==> src/rtl/dmem_responder_pkg.sv <==
// ---------------------------------------------------------------------------
// dmem_responder_pkg
// Shared definitions for the data-memory responder:
//   - FSM state encodings (DMEM_IDLE / DMEM_BUSY / DMEM_DONE)
//   - latched operation encodings (OP_RD / OP_WR)
//   - DEFAULT_LATENCY and the data word width
//   - sat_inc16: saturating increment used by the optional access counters
// ---------------------------------------------------------------------------
package dmem_responder_pkg;

    typedef enum logic [1:0] {
        DMEM_IDLE = 2'd0,
        DMEM_BUSY = 2'd1,
        DMEM_DONE = 2'd2
    } dmem_state_t;

    typedef enum logic {
        OP_RD = 1'b0,
        OP_WR = 1'b1
    } dmem_op_t;

    localparam int DEFAULT_LATENCY = 5;
    localparam int DATA_W          = 8;

    // Counters stick at all-ones instead of wrapping back to zero.
    function automatic logic [15:0] sat_inc16(input logic [15:0] v);
        return (v == 16'hFFFF) ? v : v + 16'd1;
    endfunction

endpackage

==> src/rtl/dmem_array.sv <==
// ---------------------------------------------------------------------------
// dmem_array
// DEPTH x DATA_W storage with a synchronous write port, a synchronous
// registered read port and a synchronous clear of every word on RESET.
// Ports:
//   CLK    in   clock
//   RESET  in   synchronous active-high clear (all words and rdata to 0)
//   we     in   write enable, writes wdata to mem[waddr]
//   waddr  in   write address
//   wdata  in   write data
//   re     in   read enable, loads rdata from mem[raddr]
//   raddr  in   read address
//   rdata  out  registered read data, holds between reads
// ---------------------------------------------------------------------------
module dmem_array #(
    parameter int ADDR_W = 8,
    parameter int DATA_W = 8,
    parameter int DEPTH  = 1 << ADDR_W
) (
    input  logic              CLK,
    input  logic              RESET,
    input  logic              we,
    input  logic [ADDR_W-1:0] waddr,
    input  logic [DATA_W-1:0] wdata,
    input  logic              re,
    input  logic [ADDR_W-1:0] raddr,
    output logic [DATA_W-1:0] rdata
);

    logic [DATA_W-1:0] mem [DEPTH];

    always_ff @(posedge CLK) begin
        if (RESET) begin
            for (int i = 0; i < DEPTH; i++) begin
                mem[i] <= '0;
            end
            rdata <= '0;
        end else begin
            if (we) begin
                mem[waddr] <= wdata;
            end
            if (re) begin
                rdata <= mem[raddr];
            end
        end
    end

endmodule

==> src/rtl/dmem_responder.sv <==
// ---------------------------------------------------------------------------
// dmem_responder
// Memory side of the CPU load/store handshake. A READ or WRITE request
// stalls the CPU with BUSYWAIT for LATENCY cycles (request cycle included);
// the access commits on the LATENCY-th rising edge, then BUSYWAIT is low
// for one DONE cycle in which new requests are ignored.
// Ports:
//   CLK        in   clock
//   RESET      in   synchronous active-high reset (FSM, READDATA, memory)
//   READ       in   read request, level, held until BUSYWAIT falls
//   WRITE      in   write request, level; wins over READ when both are high
//   ADDRESS    in   word address, sampled once when the request is accepted
//   WRITEDATA  in   store data, sampled together with ADDRESS
//   READDATA   out  registered load data, changes only on a read commit
//   BUSYWAIT   out  stall to the CPU
// Optional (macro DMEM_ACCESS_CNT_EN):
//   RD_COUNT   out  saturating count of committed reads
//   WR_COUNT   out  saturating count of committed writes
// ---------------------------------------------------------------------------
module dmem_responder
    import dmem_responder_pkg::*;
#(
    parameter int LATENCY = DEFAULT_LATENCY,
    parameter int ADDR_W  = 8,
    parameter int DEPTH   = 1 << ADDR_W
) (
    input  logic              CLK,
    input  logic              RESET,
    input  logic              READ,
    input  logic              WRITE,
    input  logic [ADDR_W-1:0] ADDRESS,
    input  logic [DATA_W-1:0] WRITEDATA,
    output logic [DATA_W-1:0] READDATA,
    output logic              BUSYWAIT
`ifdef DMEM_ACCESS_CNT_EN
    ,
    output logic [15:0]       RD_COUNT,
    output logic [15:0]       WR_COUNT
`endif
);

    dmem_state_t       state, state_nx;
    logic [3:0]        cnt;
    dmem_op_t          op_p0;
    logic [ADDR_W-1:0] addr_p0;
    logic [DATA_W-1:0] wdata_p0;
    logic              req;
    logic              commit;
    logic              rd_commit;
    logic              wr_commit;

    assign req       = READ | WRITE;
    assign rd_commit = commit && (op_p0 == OP_RD);
    assign wr_commit = commit && (op_p0 == OP_WR);

    // Control state: FSM register and latency counter. The first BUSY cycle
    // already follows one stalled request cycle, so loading LATENCY-2 and
    // committing on the edge that sees zero gives LATENCY stalled cycles.
    always_ff @(posedge CLK) begin
        if (RESET) begin
            state <= DMEM_IDLE;
            cnt   <= '0;
        end else begin
            state <= state_nx;
            case (state)
                DMEM_IDLE: if (req) cnt <= 4'(LATENCY - 2);
                DMEM_BUSY: if (cnt != 4'd0) cnt <= cnt - 4'd1;
                default:   ;
            endcase
        end
    end

    // Operand latches (stage p0): captured once on acceptance, so the CPU
    // may move ADDRESS/WRITEDATA while stalled without affecting the access.
    always_ff @(posedge CLK) begin
        if ((state == DMEM_IDLE) && req) begin
            op_p0    <= WRITE ? OP_WR : OP_RD;
            addr_p0  <= ADDRESS;
            wdata_p0 <= WRITEDATA;
        end
    end

    always_comb begin
        state_nx = state;
        BUSYWAIT = 1'b0;
        commit   = 1'b0;
        case (state)
            DMEM_IDLE: begin
                // Combinational so the CPU stalls in the request cycle itself.
                BUSYWAIT = req;
                if (req) state_nx = DMEM_BUSY;
            end
            DMEM_BUSY: begin
                BUSYWAIT = 1'b1;
                if (cnt == 4'd0) begin
                    commit   = 1'b1;
                    state_nx = DMEM_DONE;
                end
            end
            DMEM_DONE: begin
                // The CPU drops its request on BUSYWAIT falling; ignore it here.
                state_nx = DMEM_IDLE;
            end
            default: state_nx = DMEM_IDLE;
        endcase
    end

    dmem_array #(
        .ADDR_W (ADDR_W),
        .DATA_W (DATA_W),
        .DEPTH  (DEPTH)
    ) u_array (
        .CLK   (CLK),
        .RESET (RESET),
        .we    (wr_commit),
        .waddr (addr_p0),
        .wdata (wdata_p0),
        .re    (rd_commit),
        .raddr (addr_p0),
        .rdata (READDATA)
    );

`ifdef DMEM_ACCESS_CNT_EN
    always_ff @(posedge CLK) begin
        if (RESET) begin
            RD_COUNT <= '0;
            WR_COUNT <= '0;
        end else begin
            if (rd_commit) RD_COUNT <= sat_inc16(RD_COUNT);
            if (wr_commit) WR_COUNT <= sat_inc16(WR_COUNT);
        end
    end
`endif

endmodule
==> config.mk <==
export PLATFORM = sky130hd
export DESIGN_NAME = dmem_responder
export DESIGN_NICKNAME = d
export VERILOG_FILES = /design/src/rtl/dmem_responder_pkg.sv /design/src/rtl/dmem_array.sv /design/src/rtl/dmem_responder.sv
export SDC_FILE = /design/constraint.sdc
export NUM_CORES = 2
export LEC_CHECK = 0
export ABC_AREA = 1
export CAP_MARGIN = 25
export CORE_MARGIN = 1
export CORE_UTILIZATION = 35
export CTS_CLUSTER_SIZE = 24
export DETAILED_ROUTE_END_ITERATION = 16
export GPL_ROUTABILITY_DRIVEN = 0
export PLACE_DENSITY = 0.5
export SETUP_SLACK_MARGIN = 0.4
export SLEW_MARGIN = 0
export SYNTH_ARGS = -nofsm -noshare
export SYNTH_HDL_FRONTEND = slang
export SYNTH_SLANG_ARGS = --single-unit
==> constraint.sdc <==
create_clock -name CLK -period 2.34 [get_ports CLK]
set_input_delay 0.585 -clock CLK [delete_from_list [all_inputs] [get_ports CLK]]
set_output_delay 0.585 -clock CLK [all_outputs]
set_load 0.02 [all_outputs]
; Word-level counts from Yosys, hierarchy flattened
; Memories as Yosys holds them, arrays and structs flattened. A register that Yosys moved wholly into a read port is not among the register bits.
; Index checks and enable logic that the tools add are counted.
[op_classes]
n_addsub = 1
n_eq_ne = 4
mux = 18
bitwise_logic = 2
n_reduce_logical = 10
[ops]
columns = cell, count
row1 = 8-bit 2-to-1 mux, 2
row2 = 1-bit 2-to-1 mux, 9
row3 = 4-bit 2-to-1 mux, 2
row4 = 4-bit one-hot mux with 2 select lines, 1
row5 = 8-bit OR reduction, 1
row6 = 2-bit inequality test (second input constant), 3
row7 = 4-bit zero test, 1
row8 = 2-bit 2-to-1 mux, 2
row9 = 2-bit one-hot mux with 2 select lines, 1
row10 = 4-bit nonzero test, 1
row11 = 4-bit by 1-bit subtractor with 4-bit output (second input constant), 1
row12 = 1-bit logical AND, 3
row13 = 3-bit AND reduction, 1
row14 = 2-bit by 1-bit == test with 1-bit output (second input constant), 1
row15 = 2-bit zero test, 1
row16 = 1-bit one-hot mux with 2 select lines, 1
row17 = 2-bit AND reduction, 1
row18 = 2-bit nonzero test, 1
row19 = 1-bit inverter, 1
row20 = 1-bit OR, 1
[totals]
regBits = 23
ramBits = 2048
in_bits = 20
output_inout_bits = 9
word_cells = 41
memories = 1
[memory_table]
columns = memory, words, word_bits, read_ports, rd_ports_with_merged_regs, wr, line
row1 = u_array.mem, 256, 8, 1, 1, 256, dmem_array.sv:30  ; logic [DATA_W-1:0] mem [DEPTH];

; Logic depth before layout (Yosys ltp)
[depth]
word_depth = 9
mapped_depth = 19

; Modules after synthesis
; A second synthesis with hierarchy kept.
[unflattened]
hier_cells = 9649
hier_area_um2 = 94122.8
[by_module_without_submodules]
columns = module, instances, cells_each, area_per_inst_um2, seq_area_each_um2
row1 = dmem_array, 1, 9589, 93279.5, 61659.1
row2 = dmem_responder, 1, 60, 843.3, 630.6

; Least setup slack after synthesis
; No wires, ideal clock.
[synth_path]
path_kind = register to register
start = register addr_p0[0]
end = memory u_array.mem[82][0] (enable)
setup_time_ns = 0.329
arrival_time_ns = 2.002
required_ns = 2.011
path_slack_ns = 0.010
stages_incl_launch_ff = 10
path_cell_list = edfxtp_1 -> buf_4 -> nor2_4 -> buf_2 -> buf_2 -> inv_2 -> nor3_1 -> buf_2 -> nand2_1 -> nand2_1
[synth_rtl]
columns = item, line
row1 = "start, declared", dmem_responder.sv:45  ; logic [ADDR_W-1:0] addr_p0;
row2 = "start signal, assigned", dmem_responder.sv:78  ; addr_p0 <= ADDRESS;
row3 = "end, declared", dmem_array.sv:30

==> results.json <==
{
  "synth_ff_type": "edfxtp_1",
  "syn-num-nets": 10420,
  "std_cell_rows": 190,
  "start_util_pct": 35.24,
  "clk-insertion-delay-late_ns": 0.90,
  "worst_ir_drop_vdd_mv": 0.7967,
  "routedWlPerCell_um": 22.44,
  "drv_slew": 0,
  "rr_startpoint": "addr_p0[0]$_DFFE_PP_",
  "yosys.area_share.xor_xnor_pct": 0,
  "area_growth_pct": 28.29,
  "htreeDepth": 4,
  "worst_ep_arrival_time_ns": 3.61,
  "drive_above_1_share_pct": 18.01,
  "synth_top_area_share_pct": 65.62,
  "clk_pin_slew_ns": 0.06,
  "dpl.hpwl_mm": 212.2,
  "grt_max_degree": 93,
  "critPathLaunchType": "register",
  "worst_slack_ns": -0.5043,
  "status": "finished with violations",
  "layout_min_cycle_time_ns": 2.844,
  "fp.dieArea_um2": 272100,
  "ios": 29,
  "tightest_slew_ns": 0.8300,
  "cts_buffers": 228,
  "io_buffers": 28,
  "root_buffer": "clkbuf_16",
  "whs_ns": 0.2464,
  "synth_edf_count": 2065,
  "ys_ff_latch": 2079,
  "hold_violations": 0,
  "synth_cells": 10400,
  "design.core.area_um2": 268200,
  "syn-mean-instance-area_um2": 9.088,
  "failed_checks": "negative setup slack",
  "cts_tree": "done",
  "r2r-end": "u_array.rdata[7]$_SDFFE_PP0P_",
  "clock_path_buffers": 3,
  "synth_compound_area_share_pct": 1.071,
  "synth_top_family_by_area": "simple AND/OR/NAND/NOR gates",
  "drtIter0Drc": 6806,
  "min_path_type": "in -> reg",
  "setup_viol": 2303,
  "reg2reg_depth": 19,
  "skew_ns": 0.07147,
  "pre_cts_ws_ns": -0.8193,
  "yosys_warnings": 0,
  "rsz0062_at_grt": "yes",
  "period_share_pct": 121.5,
  "syn_area_um2": 94500,
  "synth_simple_gate_area_share_pct": 30.07,
  "grt_antenna_before_repair": 6,
  "synth_async_sr_flop_share_pct": 0,
  "maxCapViolCount": 0,
  "die_y_um": 521.6,
  "grt_pass1_vias": 72920,
  "cp_max_fo": 26,
  "synthMuxAreaShare_pct": 0,
  "seq_area_frac_synth_pct": 65.91,
  "power-per-cell-area_nw_per_um2": 801.3,
  "first_pass_iters": 6,
  "synth_area_leaders": "edfxtp_1 (66%), nand2_1 (19%), nor2_1 (9.5%), clkbuf_1 (1.9%), nand3_1 (0.78%)",
  "clock_sinks": 2079,
  "hp-start": "WRITEDATA[4]",
  "hold_end": "wdata_p0[4]$_DFFE_PP_",
  "synth_adder_area_share_pct": 0.01324,
  "crit_type": "reg -> reg",
  "die_x_um": 521.6,
  "gr-usage-all-layers_pct": 23.82,
  "synth_largest_area_cell": "edfxtp_1",
  "r2r_slack_ns": -0.50,
  "drtAntennaViolNets": 0,
  "drt-vias-per-instance": 5.066,
  "fill_cells": 25540,
  "ys_types": 29,
  "grt_pass1_wl_mm": 479.7,
  "overflow": 0,
  "min_path_cells": 1,
  "drcViolationCount": 0,
  "nNetsFinal": 11010,
  "p_leak_nw": 52.25,
  "wl_mm": 330.7,
  "cp-end-kind": "register",
  "relSlewSlack_pct": 44.61,
  "vias": 74660,
  "fmax_mhz": 351.6,
  "worstPathRequired_ns": 3.11
}
[cells in the mapped netlist, types with 3 or more instances]
| cell type | instances |
|---|---|
| a21oi_1 | 86 |
| a22oi_1 | 8 |
| buf_1 | 47 |
| buf_2 | 126 |
| buf_4 | 3 |
| clkbuf_1 | 477 |
| dfxtp_1 | 14 |
| edfxtp_1 | 2065 |
| inv_1 | 26 |
| inv_2 | 14 |
| nand2_1 | 4754 |
| nand2_2 | 21 |
| nand3_1 | 147 |
| nand4_1 | 72 |
| nor2_1 | 2404 |
| nor2_2 | 5 |
| nor3_1 | 13 |
| nor3_2 | 10 |
| o21ai_0 | 91 |
| o21ai_1 | 7 |
[repair_timing]
item / CTS / global route
pin swaps: 41 / 47
resized for setup: 294 / 263
endpoints found under the setup margin: 4113 / 4113
buffers inserted: 42 / 38
hold buffers: 0 / 0
cloned: 25 / 13
endpoints found under the hold margin: 0 / 0
[layout by cell type, fill, tap and decap left out, drive strengths merged, types with 24 or more instances in the layout]
| cell | count |
|---|---|
| buf | 965 |
| clkinv | 106 |
| a21oi | 86 |
| nor2 | 2411 |
| inv | 44 |
| bufinv | 27 |
| clkbuf | 287 |
| nor3 | 24 |
| o21ai | 98 |
| nand2 | 4775 |
| nand3 | 147 |
| nand4 | 72 |
| edfxtp | 2065 |
[power breakdown]
part | internal [mW] | total [mW] | switching, mW
Clock | 21.0 | 36.4 | 15.4
Sequential | 42.1 | 42.6 | 0.483
Combinational | 5.67 | 18.1 | 12.4
Total | 68.8 | 97.1 | 28.3
[kinds of logic (layout without fill, tap and decap cells)]
logic type / Yosys count / after routing
other: 0 / 5
and+or+nand+nor: 7429 / 7430
AOI/OAI and AO/OA: 196 / 196
adders and majority gates: 1 / 1
buffers and inverters: 694 / 1474
DFF: 2079 / 2079
[sequential cells by signal, summed over array words and instances (netlist names)]
name,cells
cnt,4
addr_p0,8
u_array.mem,2048
wdata_p0,8
u_array.rdata,8
state,2
op_p0,1
[metrics by stage]
| stage | instances | TNS (ns) | power (mW) | utilization (%) | cell area, µm² |
|---|---|---|---|---|---|
| CTS | 14680 | -43.54 | 96.97 | 44.50 | 119300 |
| detailed placement | 14200 | -1433.68 | 59.63 | 40.91 | 109700 |
| floorplan | 10400 | 0 | 51.16 | - | 97470 |
| global route | 14740 | -427.90 | 100.1 | 45.21 | 121200 |
| global placement | 14200 | -1288.63 | 59.58 | 40.91 | 109700 |
| finish | 14740 | -223.13 | 97.15 | 45.21 | 121200 |
[worst max path at each step]
stage / from / end / slack [ns]
final: addr_p0[0]$_DFFE_PP_ / u_array.rdata[7]$_SDFFE_PP0P_ / -0.50
after global routing: addr_p0[1]$_DFFE_PP_ / u_array.rdata[5]$_SDFFE_PP0P_ / -0.54
after CTS: addr_p0[0]$_DFFE_PP_ / u_array.rdata[5]$_SDFFE_PP0P_ / -0.38
after detailed placement: addr_p0[0]$_DFFE_PP_ / u_array.mem[185][1]$_SDFFCE_PN0P_ / -0.82
after global placement: addr_p0[0]$_DFFE_PP_ / u_array.mem[185][1]$_SDFFCE_PN0P_ / -0.76
after floorplan: cnt[0]$_SDFFE_PP0P_ / u_array.mem[170][0]$_SDFFCE_PN0P_ / 0.18
[routing by layer]
layer  vias up  routed length [µm]  share of wire, %  GRT usage [%]
li1      34830                   -                 -              -
met1     36890              141900                43          32.35
met2      2454              158700                48          40.14
met3       477               20210               6.1          2.717
met4         4                9906               3.0          6.717
met5         -                  23            0.0070              0
[worst max-delay path, stage by stage, from the launching register on]
cell      delay [ns]
edfxtp_1        0.42
buf_6           0.15
buf_12          0.12
buf_12          0.15
nand2_8         0.09
inv_16          0.11
buf_16          0.20
buf_4           0.16
nand2_1         0.05
nand2_1         0.05
o21ai_0         0.18
nand2_1         0.13
o21ai_1         0.25
nand2_2         0.15
nand2_1         0.13
nand2_1         0.08
inv_1           0.09
nand2_1         0.05
nor2_1          0.09
nor2_1          0.05
[final cells by class]
cell class,count,area (µm²),area share (%)
Antenna cell,5,12.51,0.01032
Clock buffer,274,5942,4.901
Clock inverter,145,1523,1.256
Inverter,41,319.1,0.2632
Multi-Input combinational cell,7627,33860,27.92
Sequential cell,2079,62300,51.39
Tap cell,3552,4444,3.666
Timing Repair Buffer,1014,12840,10.59
(Power assumes the default switching activity.)
